==> config.mk <==
export PLATFORM = sky130hd
export DESIGN_NAME = acc_inval_queue
export DESIGN_NICKNAME = d
export VERILOG_FILES = /design/src/rtl/acc_inval_queue.sv
export SDC_FILE = /design/constraint.sdc
export NUM_CORES = 1
export LEC_CHECK = 0
export ABC_CLOCK_PERIOD_IN_PS = 13100
export CAP_MARGIN = 20
export CORE_ASPECT_RATIO = 0.5
export CORE_MARGIN = 2
export CORE_UTILIZATION = 30
export DETAILED_ROUTE_END_ITERATION = 10
export PLACE_DENSITY_LB_ADDON = 0.15
export RECOVER_POWER = 50
export REMOVE_ABC_BUFFERS = 1
export SETUP_SLACK_MARGIN = 0.4
export SYNTH_ARGS = -nofsm -noshare
export SYNTH_HDL_FRONTEND = slang
export SYNTH_SLANG_ARGS = --single-unit
==> constraint.sdc <==
create_clock -name clk_i -period 13.1 [get_ports clk_i]
set_clock_uncertainty 0.2 [all_clocks]
set_input_delay 2.62 -clock clk_i [delete_from_list [all_inputs] [get_ports clk_i]]
set_output_delay 2.62 -clock clk_i [all_outputs]
set_load 0.01 [all_outputs]
==> src/rtl/acc_inval_queue.sv <==
// Line-aligned, coalescing invalidation queue between an accelerator
// and the core's invalidation port.
module acc_inval_queue #(
    parameter int Depth      = 4,
    parameter int AddrWidth  = 64,
    parameter int LineOffset = 4,
    parameter int CntWidth   = 16
) (
    input  logic                 clk_i,
    input  logic                 rst_i,
    input  logic                 acc_cons_en_i,
    input  logic [AddrWidth-1:0] req_addr_i,
    input  logic                 req_valid_i,
    output logic                 req_ready_o,
    output logic [AddrWidth-1:0] inval_addr_o,
    output logic                 inval_valid_o,
    input  logic                 inval_ready_i,
    output logic [CntWidth-1:0]  dedup_cnt_o,
    output logic [CntWidth-1:0]  drop_cnt_o
);

    localparam int PtrW = $clog2(Depth);
    localparam int OccW = PtrW + 1;

    logic [AddrWidth-1:0] mem_q [Depth];
    logic [PtrW-1:0]      rd_ptr_q, rd_ptr_d;
    logic [PtrW-1:0]      wr_ptr_q, wr_ptr_d;
    logic [OccW-1:0]      occ_q, occ_d;
    logic [CntWidth-1:0]  dedup_q, dedup_d;
    logic [CntWidth-1:0]  drop_q, drop_d;

    logic [AddrWidth-1:0] line;
    logic                 pop, push, accept;
    logic                 hit, hit_any;

    assign line = {req_addr_i[AddrWidth-1:LineOffset], {LineOffset{1'b0}}};
    assign pop  = (occ_q != '0) && inval_ready_i;

    // hit_any ignores the popping head so req_ready_o never sees
    // inval_ready_i; a head-only match that pops then becomes a push,
    // which fits because the pop frees that very slot.
    always_comb begin
        hit_any = 1'b0;
        hit     = 1'b0;
        for (int i = 0; i < Depth; i++) begin
            logic [PtrW-1:0] rel;
            rel = PtrW'(i) - rd_ptr_q;
            if (({1'b0, rel} < occ_q) && (mem_q[i] == line)) begin
                hit_any = 1'b1;
                if (!(pop && (PtrW'(i) == rd_ptr_q))) begin
                    hit = 1'b1;
                end
            end
        end
    end

    assign req_ready_o = !acc_cons_en_i || hit_any || (occ_q < OccW'(Depth));
    assign accept      = req_valid_i && req_ready_o;
    assign push        = accept && acc_cons_en_i && !hit;

    always_comb begin
        rd_ptr_d = rd_ptr_q;
        wr_ptr_d = wr_ptr_q;
        occ_d    = occ_q;
        dedup_d  = dedup_q;
        drop_d   = drop_q;
        if (pop) begin
            rd_ptr_d = rd_ptr_q + 1'b1;
        end
        if (push) begin
            wr_ptr_d = wr_ptr_q + 1'b1;
        end
        if (push && !pop) begin
            occ_d = occ_q + 1'b1;
        end else if (pop && !push) begin
            occ_d = occ_q - 1'b1;
        end
        if (accept && !acc_cons_en_i && (drop_q != '1)) begin
            drop_d = drop_q + 1'b1;
        end
        if (accept && acc_cons_en_i && hit && (dedup_q != '1)) begin
            dedup_d = dedup_q + 1'b1;
        end
    end

    always_ff @(posedge clk_i) begin
        if (rst_i) begin
            rd_ptr_q <= '0;
            wr_ptr_q <= '0;
            occ_q    <= '0;
            dedup_q  <= '0;
            drop_q   <= '0;
            for (int i = 0; i < Depth; i++) begin
                mem_q[i] <= '0;
            end
        end else begin
            rd_ptr_q <= rd_ptr_d;
            wr_ptr_q <= wr_ptr_d;
            occ_q    <= occ_d;
            dedup_q  <= dedup_d;
            drop_q   <= drop_d;
            if (push) begin
                mem_q[wr_ptr_q] <= line;
            end
        end
    end

    assign inval_valid_o = (occ_q != '0);
    assign inval_addr_o  = mem_q[rd_ptr_q];
    assign dedup_cnt_o   = dedup_q;
    assign drop_cnt_o    = drop_q;

endmodule

==> metrics.md <==
| Metric | Value |
|---|---|
| Vias/cell | `5.05` |
| Detailed router's first-iteration violation count | `1056` |
| Syn-to-layout area delta | `18.8%` |
| Simple-gate share of the synthesized area | `16.9%` |
| Final Util | `36.2%` |
| RSZ-0062 raised after global routing | `false` |
| Post-synthesis mux area share | `9.40%` |
| Vias in the first global route | `10419` |
| Hold Crit Depth | `2` |
| Die Span X | `324 um` |
| Worst-path fanout max | `60` |
| Hold Crit Start | `dedup_cnt_o[10]` |
| Synth Cell Area | `0.0154 mm^2` |
| Crit-path cells | `clkdlybuf4s50_1 -> xor2_1 -> nor4_1 -> nand4_1 -> nor4_1 -> a21oi_1 -> and3_1 -> nor3_1 -> a21o_2 -> clkbuf_1` |
| Worst VDD drop | `0.0000993 V` |
| Hold path endpoint | `dedup_cnt_o[10]` |
| Largest net degree at the start of global routing | `139` |
| ANT nets after route | `0` |
| Nets | `1398` |
| Die area | `0.0533 mm^2` |
| Largest family of logic cells by synthesized area | `simple AND/OR/NAND/NOR gates` |
| Fin crit period | `9860 ps` |
| Setup WS post-layout | `3240 ps` |
| CORE AREA | `0.0505 mm^2` |
| CP Buf/Inv Count | `2` |
| Synth Area in Adders | `1.02%` |
| Post-synthesis cell count | `1241` |
| Max-slew headroom | `-211%` |
| Status | `finished, violations left` |
| Final setup viols | `0` |
| Die Y | `164 um` |
| Worst skew pair latency | `610 ps` |
| R2r setup slk | `5540 ps` |
| Worst setup SP type | `primary input` |
| FF+latch count, synth | `281` |
| Drt drc | `0` |
| Remaining Overflow, GRT | `0` |
| Area share of xor/xnor cells in the synthesized design | `14.5%` |
| Leak | `0.00726 uW` |
| EDFF count, synth | `240` |
| Max-slew violation count | `137` |
| Most common cell after layout, fill and taps aside | `edfxtp_1` |
| Hold-fix buffers, CTS | `0` |
| Crit path kind | `in -> reg` |
| Yosys warnings | `0` |
| Post_cts resized | `0` |
| Placer Congestion | `0.790` |
| Final Hold Vio Count | `0` |
| GRT Util Overall | `18.1%` |
| CTS tree | `built` |
| Clock sink count | `281` |
| Max Cap Viol | `3` |
| IO Pins | `167` |
| Top-area cell type share of the netlist area | `46.8%` |
| Synth area leader | `edfxtp_1` |
| Unique masters post-synth | `52` |
| Post-CTS setup buffer count | `0` |
| # H-tree levels | `1` |
| Post-DP HPWL | `32000 um` |
| Crit path largest cell delay | `3120 ps` |
| Initial Util | `30.5%` |
| Routed len/inst | `24.1 um` |
| Commonest register cell after synthesis | `edfxtp_1` |
| Main area contributors after synthesis | `edfxtp_1 47%, xor2_1 12%, mux4_2 8.8%` |
| Cell mode on critical path | `nor4_1` |
| Root Buffer | `clkbuf_16` |
| Failing checks | `capacitance limit, slew limit` |
| Initial antenna violation count | `3` |
| Asr flop ratio synth | `0%` |
| Num rows | `58` |
| Commonest cells after routing, fill and taps aside | `240 x edfxtp_1, 210 x xor2_1, 186 x and3_1` |
| Worst slew pin tran | `4660 ps` |
| Logic pwr share | `25.7%` |
| Power Density | `140 mW/mm^2` |
| Setup WS pre-CTS | `3910 ps` |
| Seq pwr share | `43.2%` |
| CTS clk-pin slew, worst paths | `60 ps` |
| Reg2reg end | `mem_q[2][26]` |
| CP Data Required Time | `12970 ps` |
| Via Count | `10265` |
| Critical Path Sink Type | `flop` |
| Synth Area in Compound Gates | `2.01%` |
| Post-Syn Area per Cell | `12.4 um^2` |
| CTS Buf Count | `30` |
| WL final | `49100 um` |
| Max Clk Rate | `0.101 GHz` |
| Int Pwr | `1770 uW` |
| Slowest CP cell | `clkbuf_1` |
| FF-to-FF path depth | `9` |
| First-pass GRT wire length | `71300 um` |
| Worst hold path type | `reg -> reg` |
| Crit path max-delay family | `buffers and inverters` |
| Worst Path Arrival | `9730 ps` |
| Net Sw Power | `796 uW` |
| R2R Path Start | `mem_q[2][31]` |
| PortBufs | `158` |
| Deepest clock path buffer count | `3` |
| Clock power share | `31.1%` |
| Sw frac | `31.0%` |
| Setup TNS Final | `0 ps` |
| Layout cells sized above 1 | `9.55%` |
| Fin crit share | `75.3%` |
| Initial DRT Pass Iterations | `6` |
| Sequential cell area fraction in the yosys report | `52.1%` |
synthesized netlist by cell type (all sizes together), types with 2 or more instances:
| master | instances |
|---|---|
| a21o | 3 |
| a21oi | 16 |
| a31o | 2 |
| and2 | 64 |
| and3 | 186 |
| and4 | 4 |
| buf | 40 |
| clkbuf | 92 |
| dfxtp | 41 |
| edfxtp | 240 |
| ha | 11 |
| inv | 11 |
| mux2 | 6 |
| mux2i | 3 |
| mux4 | 60 |
| nand2 | 16 |
| nand2b | 2 |
| nand3 | 12 |
| nand4 | 32 |
| nor2 | 36 |
| nor2b | 7 |
| nor3 | 2 |
| nor4 | 56 |
| o211ai | 3 |
| o21ai | 7 |
| o311ai | 2 |
| o31ai | 4 |
| or3 | 6 |
| or4 | 6 |
| xnor2 | 45 |
| xor2 | 210 |
state kept, by name, indices dropped and copies added (netlist names), named ones only:
name and flops:
mem_q 240, dedup_cnt_o 16, drop_cnt_o 16, occ_q 3
rd_ptr_q 2, wr_ptr_q 2
cell type report:
cell class / instances / area [um^2]
fill: 4958 / 32200
sequential: 281 / 8030
multi-input combinational: 820 / 6790
timing repair buffer: 173 / 1690
tap: 690 / 863
clock buffer: 35 / 769
clock inverter: 21 / 108
inverter: 11 / 41.3
antenna: 2 / 5.00
power by group through the flow:
stage	logic (uW)	clock network (uW)	registers, uW
after detailed placement	697	0	1130
after floorplan	337	0	1130
after global routing	708	853	1120
final	661	799	1110
after global placement	694	0	1130
after CTS	699	818	1110
worst max path at each step:
| stage | endpoint | cells after the start | start |
|---|---|---|---|
| after floorplan | mem_q[1][0] | 7 | req_addr_i[62] |
| after global placement | req_ready_o | 9 | req_addr_i[41] |
| after detailed placement | req_ready_o | 9 | req_addr_i[35] |
| after CTS | req_ready_o | 9 | req_addr_i[35] |
| after global routing | mem_q[2][26] | 10 | req_addr_i[37] |
| final | mem_q[2][26] | 10 | req_addr_i[41] |
metrics by stage:
step           cell area (um^2)  cells  hold WS (ps)  power [uW]
2_1_floorplan             14800   1112           275        1470
3_3_place_gp              17400   1972           274        1820
3_5_place_dp              17400   1972           298        1830
4_1_cts                   18300   2028           308        2630
5_1_grt                   18300   2033           325        2680
6_report                  18300   2033           307        2570
worst register-to-register path: stages, from the launching register on:
cell and delay (ps):
edfxtp_1 420, xor2_1 210, nor4_1 700, nand4_1 260, nor4_1 1000, a21oi_1 150, and3_1 260, nor3_1 450
a21o_2 200, clkbuf_1 3120
cells by family after synthesis:
group,count (synthesis)
compound gates,47
xor+xnor,255
fa+ha+maj,12
buf+inv,143
flops,281
mux,69
other cells,1
simple gates,433
routing by layer:
layer / share of wire [%] / track usage [%] / wire length [um] / vias to the layer above
met1: 44 / 24.6 / 21500 / 5265
met4: 1.9 / 4.02 / 955 / 0
li1: - / - / - / 4699
met5: 0 / 0 / 0 / -
met2: 49 / 31.0 / 24200 / 248
met3: 5.0 / 2.45 / 2470 / 53
Note: power is estimated with default switching activity, not from simulation.
